<file path="config.mk">
export PLATFORM = sky130hd
export DESIGN_NAME = uart_tx_fifo
export DESIGN_NICKNAME = d
export VERILOG_FILES = /design/src/rtl/uart_pkg.sv /design/src/rtl/sync_fifo.sv /design/src/rtl/uart_tx_fifo.sv
export SDC_FILE = /design/constraint.sdc
export NUM_CORES = 1
export LEC_CHECK = 0
export ABC_AREA = 0
export CAP_MARGIN = 5
export CELL_PAD_IN_SITES_DETAIL_PLACEMENT = 0
export CELL_PAD_IN_SITES_GLOBAL_PLACEMENT = 1
export CORE_MARGIN = 2
export CORE_UTILIZATION = 41
export CTS_BUF_LIST = sky130_fd_sc_hd__clkbuf_4 sky130_fd_sc_hd__clkbuf_8
export DETAILED_ROUTE_END_ITERATION = 6
export PLACE_DENSITY_LB_ADDON = 0.05
export RECOVER_POWER = 25
export SLEW_MARGIN = 20
export SYNTH_ARGS = -nofsm -noshare
export SYNTH_HDL_FRONTEND = slang
export SYNTH_SLANG_ARGS = --single-unit
</file>
<file path="constraint.sdc">
create_clock -name clk -period 3.2 [get_ports clk]
set_input_delay 0.64 -clock clk [delete_from_list [all_inputs] [get_ports clk]]
set_output_delay 0.64 -clock clk [all_outputs]
set_load 0.01 [all_outputs]
</file>
<file path="src/rtl/uart_pkg.sv">
// Shared types and constants for the UART transmit path.
package uart_pkg;

  localparam int UART_DATA_BITS = 8;

  typedef enum logic [1:0] {
    TX_IDLE,
    TX_START,
    TX_DATA,
    TX_STOP
  } tx_state_t;

endpackage

</file>
<file path="src/rtl/sync_fifo.sv">
// Single-clock FIFO with registered pointers, level and full/empty flags.
// A push into a full FIFO is accepted when a pop happens on the same edge.
module sync_fifo #(
  parameter int WIDTH = 8,
  parameter int DEPTH = 4
) (
  input  logic             clk,
  input  logic             reset,
  input  logic             push,
  input  logic             pop,
  input  logic [WIDTH-1:0] wdata,
  output logic [WIDTH-1:0] rdata,
  output logic [DEPTH:0]   level,
  output logic             full,
  output logic             empty
);

  localparam int ENTRIES = 2 ** DEPTH;

  logic [WIDTH-1:0] r_mem [ENTRIES];
  logic [DEPTH-1:0] r_wr_ptr;
  logic [DEPTH-1:0] r_rd_ptr;
  logic [DEPTH:0]   r_level;
  logic             r_full;
  logic             r_empty;

  logic             w_do_push;
  logic             w_do_pop;
  logic [DEPTH:0]   w_level_nxt;

  assign w_do_pop  = pop && !r_empty;
  assign w_do_push = push && (!r_full || w_do_pop);

  // NOTE: assign a default before any branch so always_comb never infers a latch.
  always_comb begin
    w_level_nxt = r_level;
    if (w_do_push && !w_do_pop) begin
      w_level_nxt = r_level + (DEPTH+1)'(1);
    end else if (!w_do_push && w_do_pop) begin
      w_level_nxt = r_level - (DEPTH+1)'(1);
    end
  end

  // NOTE: sequential state uses <= so every flop samples values from before the edge.
  always_ff @(posedge clk) begin
    if (reset) begin
      r_wr_ptr <= '0;
      r_rd_ptr <= '0;
      r_level  <= '0;
      r_full   <= 1'b0;
      r_empty  <= 1'b1;
    end else begin
      if (w_do_push) r_wr_ptr <= r_wr_ptr + DEPTH'(1);
      if (w_do_pop)  r_rd_ptr <= r_rd_ptr + DEPTH'(1);
      r_level <= w_level_nxt;
      r_full  <= (w_level_nxt == (DEPTH+1)'(ENTRIES));
      r_empty <= (w_level_nxt == '0);
    end
  end

  // NOTE: storage is not reset; pointers and level alone decide what is valid.
  always_ff @(posedge clk) begin
    if (w_do_push) r_mem[r_wr_ptr] <= wdata;
  end

  assign rdata = r_mem[r_rd_ptr];
  assign level = r_level;
  assign full  = r_full;
  assign empty = r_empty;

endmodule

</file>
<file path="src/rtl/uart_tx_fifo.sv">
// Buffered 8N1 UART transmitter on the core's store port. Bytes written
// while the buffer is full are dropped and latched into a sticky overflow flag.
module uart_tx_fifo
  import uart_pkg::*;
#(
  parameter int CLKS_PER_BIT = 868,
  parameter int FIFO_DEPTH   = 4
) (
  input  logic                clk,
  input  logic                reset,
  input  logic [31:0]         uart_dout,
  input  logic                uart_we,
  input  logic                clear_overflow,
  output logic                txd,
  output logic                busy,
  output logic [FIFO_DEPTH:0] fifo_level,
  output logic                overflow
);

  localparam int BCNT_W   = $clog2(CLKS_PER_BIT);
  localparam int BITCNT_W = $clog2(UART_DATA_BITS);

  tx_state_t                 r_state;
  logic [BCNT_W-1:0]         r_bcnt;
  logic [BITCNT_W-1:0]       r_bitcnt;
  logic [UART_DATA_BITS-1:0] r_shreg;
  logic                      r_txd;
  logic                      r_overflow;

  tx_state_t                 w_state_nxt;
  logic [BCNT_W-1:0]         w_bcnt_nxt;
  logic [BITCNT_W-1:0]       w_bitcnt_nxt;
  logic [UART_DATA_BITS-1:0] w_shreg_nxt;
  logic                      w_txd_nxt;
  logic                      w_pop;
  logic                      w_bit_end;
  logic                      w_full;
  logic                      w_empty;
  logic                      w_drop;
  logic [UART_DATA_BITS-1:0] w_rdata;
  logic                      w_unused_dout;

  assign w_unused_dout = ^uart_dout[31:UART_DATA_BITS];

  sync_fifo #(
    .WIDTH (UART_DATA_BITS),
    .DEPTH (FIFO_DEPTH)
  ) u_fifo (
    .clk   (clk),
    .reset (reset),
    .push  (uart_we),
    .pop   (w_pop),
    .wdata (uart_dout[UART_DATA_BITS-1:0]),
    .rdata (w_rdata),
    .level (fifo_level),
    .full  (w_full),
    .empty (w_empty)
  );

  assign w_bit_end = (r_bcnt == BCNT_W'(CLKS_PER_BIT - 1));

  always_comb begin
    w_state_nxt  = r_state;
    w_bcnt_nxt   = r_bcnt + BCNT_W'(1);
    w_bitcnt_nxt = r_bitcnt;
    w_shreg_nxt  = r_shreg;
    w_txd_nxt    = r_txd;
    w_pop        = 1'b0;
    case (r_state)
      TX_IDLE: begin
        w_bcnt_nxt = '0;
        w_txd_nxt  = 1'b1;
        if (!w_empty) begin
          w_pop       = 1'b1;
          w_shreg_nxt = w_rdata;
          w_txd_nxt   = 1'b0;
          w_state_nxt = TX_START;
        end
      end
      TX_START: begin
        if (w_bit_end) begin
          w_bcnt_nxt   = '0;
          w_bitcnt_nxt = '0;
          w_txd_nxt    = r_shreg[0];
          w_state_nxt  = TX_DATA;
        end
      end
      TX_DATA: begin
        if (w_bit_end) begin
          w_bcnt_nxt = '0;
          if (r_bitcnt == BITCNT_W'(UART_DATA_BITS - 1)) begin
            w_txd_nxt   = 1'b1;
            w_state_nxt = TX_STOP;
          end else begin
            // Next data bit goes straight into the txd flop, so it is r_shreg[1] pre-shift.
            w_shreg_nxt  = r_shreg >> 1;
            w_txd_nxt    = r_shreg[1];
            w_bitcnt_nxt = r_bitcnt + BITCNT_W'(1);
          end
        end
      end
      TX_STOP: begin
        if (w_bit_end) begin
          w_bcnt_nxt  = '0;
          w_state_nxt = TX_IDLE;
        end
      end
      default: begin
        w_bcnt_nxt  = '0;
        w_txd_nxt   = 1'b1;
        w_state_nxt = TX_IDLE;
      end
    endcase
  end

  always_ff @(posedge clk) begin
    if (reset) begin
      r_state  <= TX_IDLE;
      r_bcnt   <= '0;
      r_bitcnt <= '0;
      r_shreg  <= '0;
      r_txd    <= 1'b1;
    end else begin
      r_state  <= w_state_nxt;
      r_bcnt   <= w_bcnt_nxt;
      r_bitcnt <= w_bitcnt_nxt;
      r_shreg  <= w_shreg_nxt;
      r_txd    <= w_txd_nxt;
    end
  end

  assign w_drop = uart_we && w_full && !w_pop;

  // A drop on the same edge as a clear keeps the flag set.
  always_ff @(posedge clk) begin
    if (reset) begin
      r_overflow <= 1'b0;
    end else if (w_drop) begin
      r_overflow <= 1'b1;
    end else if (clear_overflow) begin
      r_overflow <= 1'b0;
    end
  end

  assign txd      = r_txd;
  assign overflow = r_overflow;
  assign busy     = (r_state != TX_IDLE) || !w_empty;

endmodule

</file>
-- Word-level counts from Yosys, hierarchy flattened
Memory sizes are Yosys's and may differ from the RTL's. A register that Yosys moved wholly into a read port is not among the register bits.
Index checks and enable logic that the tools add are counted.
- flip-flop bits (word level): 40
- RAM bits: 128
- input bits: 36
- memories kept: 1
- memory list (memory ; depth ; bits a word ; rd ports ; clocked after memory_dff ; wr ports ; RTL line ; RTL):
    u_fifo.r_mem ; 16 ; 8 ; 1 ; 1 ; 1 ; sync_fifo.sv:20 ; logic [WIDTH-1:0] r_mem [ENTRIES];
- add/sub/neg operators: 6
- eq/ne operators: 12
- muxes and demuxes: 31
- reductions and logical operators: 25
- operator list (kind ; number):
    $mux W8 ; 3
    $pmux W10 S2 ; 1
    $pmux W8 S2 ; 1
    $ne A2 B2 Y1 const B ; 6
    $add A10 B1 Y10 const B ; 1
    $eq A10 B10 Y1 const B ; 1
    $mux W1 ; 10
    $mux W10 ; 1
    $mux W2 ; 5
    $mux W5 ; 2
    $mux W3 ; 3
    $add A4 B1 Y4 const B ; 2
    $mux W4 ; 2
    $pmux W2 S4 ; 1
    $reduce_and A4 Y1 ; 2
    $reduce_bool A2 Y1 ; 4
    $logic_and A1 B1 Y1 ; 6
    $pmux W3 S2 ; 1
    $add A5 B1 Y5 const B ; 1
    $eq A5 B5 Y1 const B ; 1
    $logic_not A1 Y1 ; 5
    $logic_not A5 Y1 ; 1
    $reduce_and A5 Y1 ; 1
    $sub A5 B1 Y5 const B ; 1
    10 further kinds ; 12

-- Longest topological paths before layout
- depth after elaboration: 10
- mapped depth: 8
- depth with buffers taken out: 7

-- Modules after synthesis
From an unflattened synthesis, not the netlist that was laid out.
- cell total of the unflattened synthesis: 434
- area total of the unflattened synthesis: 7128.1 µm²
- by module, submodules not included (module ; times used ; cells each ; area each (µm²) ; seq. area each (µm²)):
    sync_fifo ; 1 ; 295 ; 5875.6 ; 4224.1
    uart_tx_fifo ; 1 ; 139 ; 1252.5 ; 500.5

-- Worst setup path before layout
Ideal clock, no wire load.
- path kind: reg-to-reg
- start: register r_state[1]
- end: memory u_fifo.r_mem[3][0] (enable)
- library setup time: 0.383 ns
- arrival: 1.882 ns
- setup slack: 0.934 ns
- stages on the path, launching flop included: 8
- clock period less this slack: 2.266 ns
- cells stage by stage: dfxtp_1 -> inv_1 -> ha_1 -> nand2b_1 -> buf_6 -> a21boi_2 -> nand2_1 -> nor3_1
- longest elaborated chain between the ends: 7
- RTL lines (item ; RTL line ; RTL):
    start: declaration ; uart_tx_fifo.sv:23 ; tx_state_t r_state;
    start signal: assignment ; uart_tx_fifo.sv:124 ; r_state <= w_state_nxt;
    $logic_not A2 Y1 ; uart_tx_fifo.sv:69 ; case (r_state)
    $mux W1 ; uart_tx_fifo.sv:69 ;
    $logic_and A1 B1 Y1 ; sync_fifo.sv:31 ; assign w_do_pop = pop && !r_empty;
    $logic_or A1 B1 Y1 ; sync_fifo.sv:32 ; assign w_do_push = push && (!r_full || w_do_pop);
    $logic_and A1 B1 Y1 ; sync_fifo.sv:32 ;
    $mux W1 ; sync_fifo.sv:63 ; if (w_do_push) r_mem[r_wr_ptr] <= wdata;
    $mux W1 (not written as such) ; sync_fifo.sv:63 ;
    end: declaration ; sync_fifo.sv:20 ;
Every way passes these cells.

-- Worst setup path in the final report
- start: register r_state[0]
- end: output port busy
- longest elaborated chain between the ends: 2
- RTL lines (item ; RTL line ; RTL):
    $reduce_bool A2 Y1 ; uart_tx_fifo.sv:147 ; assign busy = (r_state != TX_IDLE) || !w_empty;
    $logic_or A1 B1 Y1 ; uart_tx_fifo.sv:147 ;
    end: declaration ; uart_tx_fifo.sv:15 ; output logic busy,
Every way passes these cells.

==> qor.txt <==
===============================================================================
Result of the run                                                  complete, no violations
Combinational family with the most area after synthesis            multiplexers
CTS Buffer Depth                                                              2
Count of vias placed by the detailed router                                3751
Antenna Diode Count                                                           0
Post-synth cell types                                                        53
Clock-pin slew on the worst setup and hold paths                          80 ps
Detailed placer's ending HPWL                                           9030 µm
Post-detailed-route count of antenna-violating nets                           0
Setup CP Type                                                        reg -> out
Maximum ir drop on the vdd rail                                        0.319 mV
CP max stage delay                                                       570 ps
Worst Path Required                                                     2560 ps
Endpoint class of the critical path                                primary output
Post-CTS Resized                                                              0
Area added between synthesis and finish                                   13.0%
CTS root buf                                                       sky130_fd_sc_hd__clkbuf_8
Net count after synthesis                                                   498
Final weighted congestion in routability-driven placement                 0.750
Met2 usage                                                                28.2%
Data arrival time at the worst-slack endpoint                           1990 ps
Post-synth top cells                                               128 x sky130_fd_sc_hd__edfxtp_1, 44 x sky130_fd_sc_hd__dfxtp_1, 44 x sky130_fd_sc_hd__nor2_1
CP Cell Sequence                                                   inv_1, ha_1, nand2_1, clkdlybuf4s50_1
Setup repair after global routing missed its margin                       false
Worst Hold Path Cells                                                         1
Number of top-level pins                                                     44
Design Power                                                            5.52 mW
Core occupancy in the finished layout                                     47.7%
First element of the critical path                                   r_state[0]
Layout Cells excl Fill                                                      722
Post-route clock skew                                                   13.6 ps
Share of layout cells above drive strength 1                              18.5%
TritonCTS buffer count                                                       17
CP max stage cell                                                  sky130_fd_sc_hd__clkdlybuf4s50_1
Cell count after synthesis                                                  447
Startpoint class of the critical path                                      flop
Pre-Repair DR Iteration Count                                                 5
GRT Resource Usage Total                                                  16.5%
Adder-Cell Fraction of Synth Area                                         2.66%
Post-route fraction of the period consumed by the critical path           82.1%
Post-CTS Hold Fix Bufs                                                        0
First-pass GRT wire length                                             21900 µm
CTS sink count                                                              172
Grt peak-use layer                                                         met2
Max_slew headroom                                                         41.7%
Number of setup buffers added after CTS                                       0
Avg Cell Area, Syn                                                     15.8 µm²
Final wirelength                                                       13800 µm
Count of port buffers added during placement                                 19
Post-route DRC violation count                                                0
Setup tns final                                                            0 ps
Most repeated cell in the gate-level netlist after synthesis       sky130_fd_sc_hd__edfxtp_1
End point of the critical path                                             busy
FF-to-FF Start                                                       r_state[1]
Number of cells on the worst reg-to-reg path                                  6
CTS tree                                                                  built
Tightest Hold Check Type                                             reg -> reg
Share of the synthesized area in compound gates (AO/OA/AOI/OAI)           4.42%
Vias in the first global route                                             3807
Multiplexer fraction of the synthesized cell area                         12.8%
Largest net degree at the start of global routing                            31
Vias per Instance                                                          5.20
Final critical path time including I/O delays and setup                 2630 ps
Yosys reg bits                                                              172
Post-synth top area share                                                 54.5%
Final setup violation count                                                   0
Most area-hungry cell type in the Yosys netlist                    sky130_fd_sc_hd__edfxtp_1
Slew Limit Fails                                                              0
Critical hold path startpoint                                         r_bcnt[0]
Leading cell types by total area after synthesis                   sky130_fd_sc_hd__edfxtp_1 54%, sky130_fd_sc_hd__dfxtp_1 12%, sky130_fd_sc_hd__mux4_2 6.4%
Synthesized-area fraction occupied by xor and xnor cells                  2.11%
Post-synthesis instance area                                           7060 µm²
Latest clock arrival within the worst-skew pair                          440 ps
Maximum clock frequency                                                 381 MHz
Global-route track usage on met1                                          21.2%
Number of enable flip-flop cells after synthesis                            128
Met3 capacity usage during global routing                                 4.15%
Die Height                                                               135 µm
Fraction of the mapped netlist area in simple logic gates                 8.62%
Power density over the cells                                         693 nW/µm²
Layout filler cell count                                                   1459
Number of warnings reported in the yosys synthesis log                        0
Number of placed instances, taps included                                   690
Detailed Route Iter0 Violations                                             209
Overall die area                                                      18300 µm²
Maximum fanout along the worst path                                           6
Core Footprint                                                        16700 µm²
Number of maximum-capacitance constraint violations                           0
FF-to-FF setup slack                                                     860 ps
Post-layout nets                                                            540
Site Rows                                                                    47
Leakage power total                                                     2.62 nW
Sequential fraction of the synthesis area                                 67.0%
Average routed wire per standard cell                                   19.1 µm
Starting density of the core                                              42.2%
Share of flip-flops with an asynchronous set or reset                        0%
DIE WIDTH                                                                135 µm
Number of endpoints with negative hold slack in the final report              0
H-Tree Depth                                                                  4
R2R Path End                                                         r_shreg[1]
Most used DFF post-synth                                           sky130_fd_sc_hd__edfxtp_1
Global route total overflow                                                   0
Antenna violations before repair                                              0
Transition at the pin with the smallest max-transition slack             873 ps
===============================================================================
-- worst min-delay path by stage --
stage | to | slack (ps)
after floorplan | r_bcnt[0] | 430
after global placement | r_bcnt[0] | 450
after detailed placement | r_bcnt[0] | 450
after CTS | r_bcnt[0] | 470
after global routing | r_bcnt[0] | 500
final | r_bcnt[0] | 460
-- worst max-delay path, delay by kind of cell, from the launching register on --
family	cells	cell delay, ps
DFF	1	380
and+or+nand+nor	1	210
adders and majority gates	1	290
buffers and inverters	2	670
-- report_power, final --
| group | leakage [nW] | switching, mW | total [mW] | internal [mW] |
|---|---|---|---|---|
| combinational | 0.909 | 0.611 | 1.26 | 0.648 |
| sequential | 1.52 | 0.182 | 2.74 | 2.55 |
| clock | 0.198 | 0.796 | 1.53 | 0.731 |
-- area by class of cell --
type / instances / area (µm²) / area share [%]
flip-flops and latches: 172 / 4730 / 59.3
multi-input cells: 244 / 2160 / 27.1
clock buffers: 19 / 249 / 3.12
well taps: 220 / 275 / 3.45
repair buffers: 42 / 363 / 4.55
inverters: 12 / 45.0 / 0.565
clock inverters: 13 / 154 / 1.93
-- cell families (layout without fill, tap and decap cells) --
kind of cell / after synthesis / in the layout
multiplexers: 44 / 44
adder cells (fa/ha/maj): 15 / 15
AO/OA/AOI/OAI: 46 / 46
XOR/XNOR: 17 / 17
buffers and inverters: 31 / 86
AND/OR/NAND/NOR: 122 / 122
flip-flops: 172 / 172
-- registers in the layout, summed over array words and instances (netlist names), named ones only --
| signal | cells |
|---|---|
| overflow | 1 |
| r_bcnt | 10 |
| r_bitcnt | 3 |
| r_shreg | 8 |
| r_state | 2 |
| txd | 1 |
| u_fifo.empty | 1 |
| u_fifo.full | 1 |
| u_fifo.level | 5 |
| u_fifo.r_mem | 128 |
| u_fifo.r_rd_ptr | 4 |
| u_fifo.r_wr_ptr | 4 |
-- layer usage --
metal | wire [µm] | share of wire [%]
met5 | 0 | 0
met4 | 109 | 0.79
met2 | 7050 | 51
met1 | 6260 | 45
met3 | 384 | 2.8
-- per-stage QoR --
stage                     setup WS, ps  cell area, µm²  hold slack [ps]
after floorplan                    934            7060              430
after global placement             517            7570              445
after detailed placement           530            7570              449
after CTS                          528            7970              469
after global routing               419            7970              496
final                              573            7970              462
-- placed cells by master (no fill, tap or decap), drive strengths merged, types with 4 or more instances in the layout --
master	instances
dlygate4sd3	7
nor2	44
inv	18
o22ai	7
edfxtp	128
clkdlybuf4s50	12
mux2	11
and3	4
nand2	17
dfxtp	44
nand2b	6
a211oi	5
nor2b	7
o21ai	10
nand3	10
a21oi	11
xnor2	10
mux4	32
ha	15
clkbuf	19
and2	4
xor2	7
buf	23
nor3	13
Power figures use the tool's default switching activity.
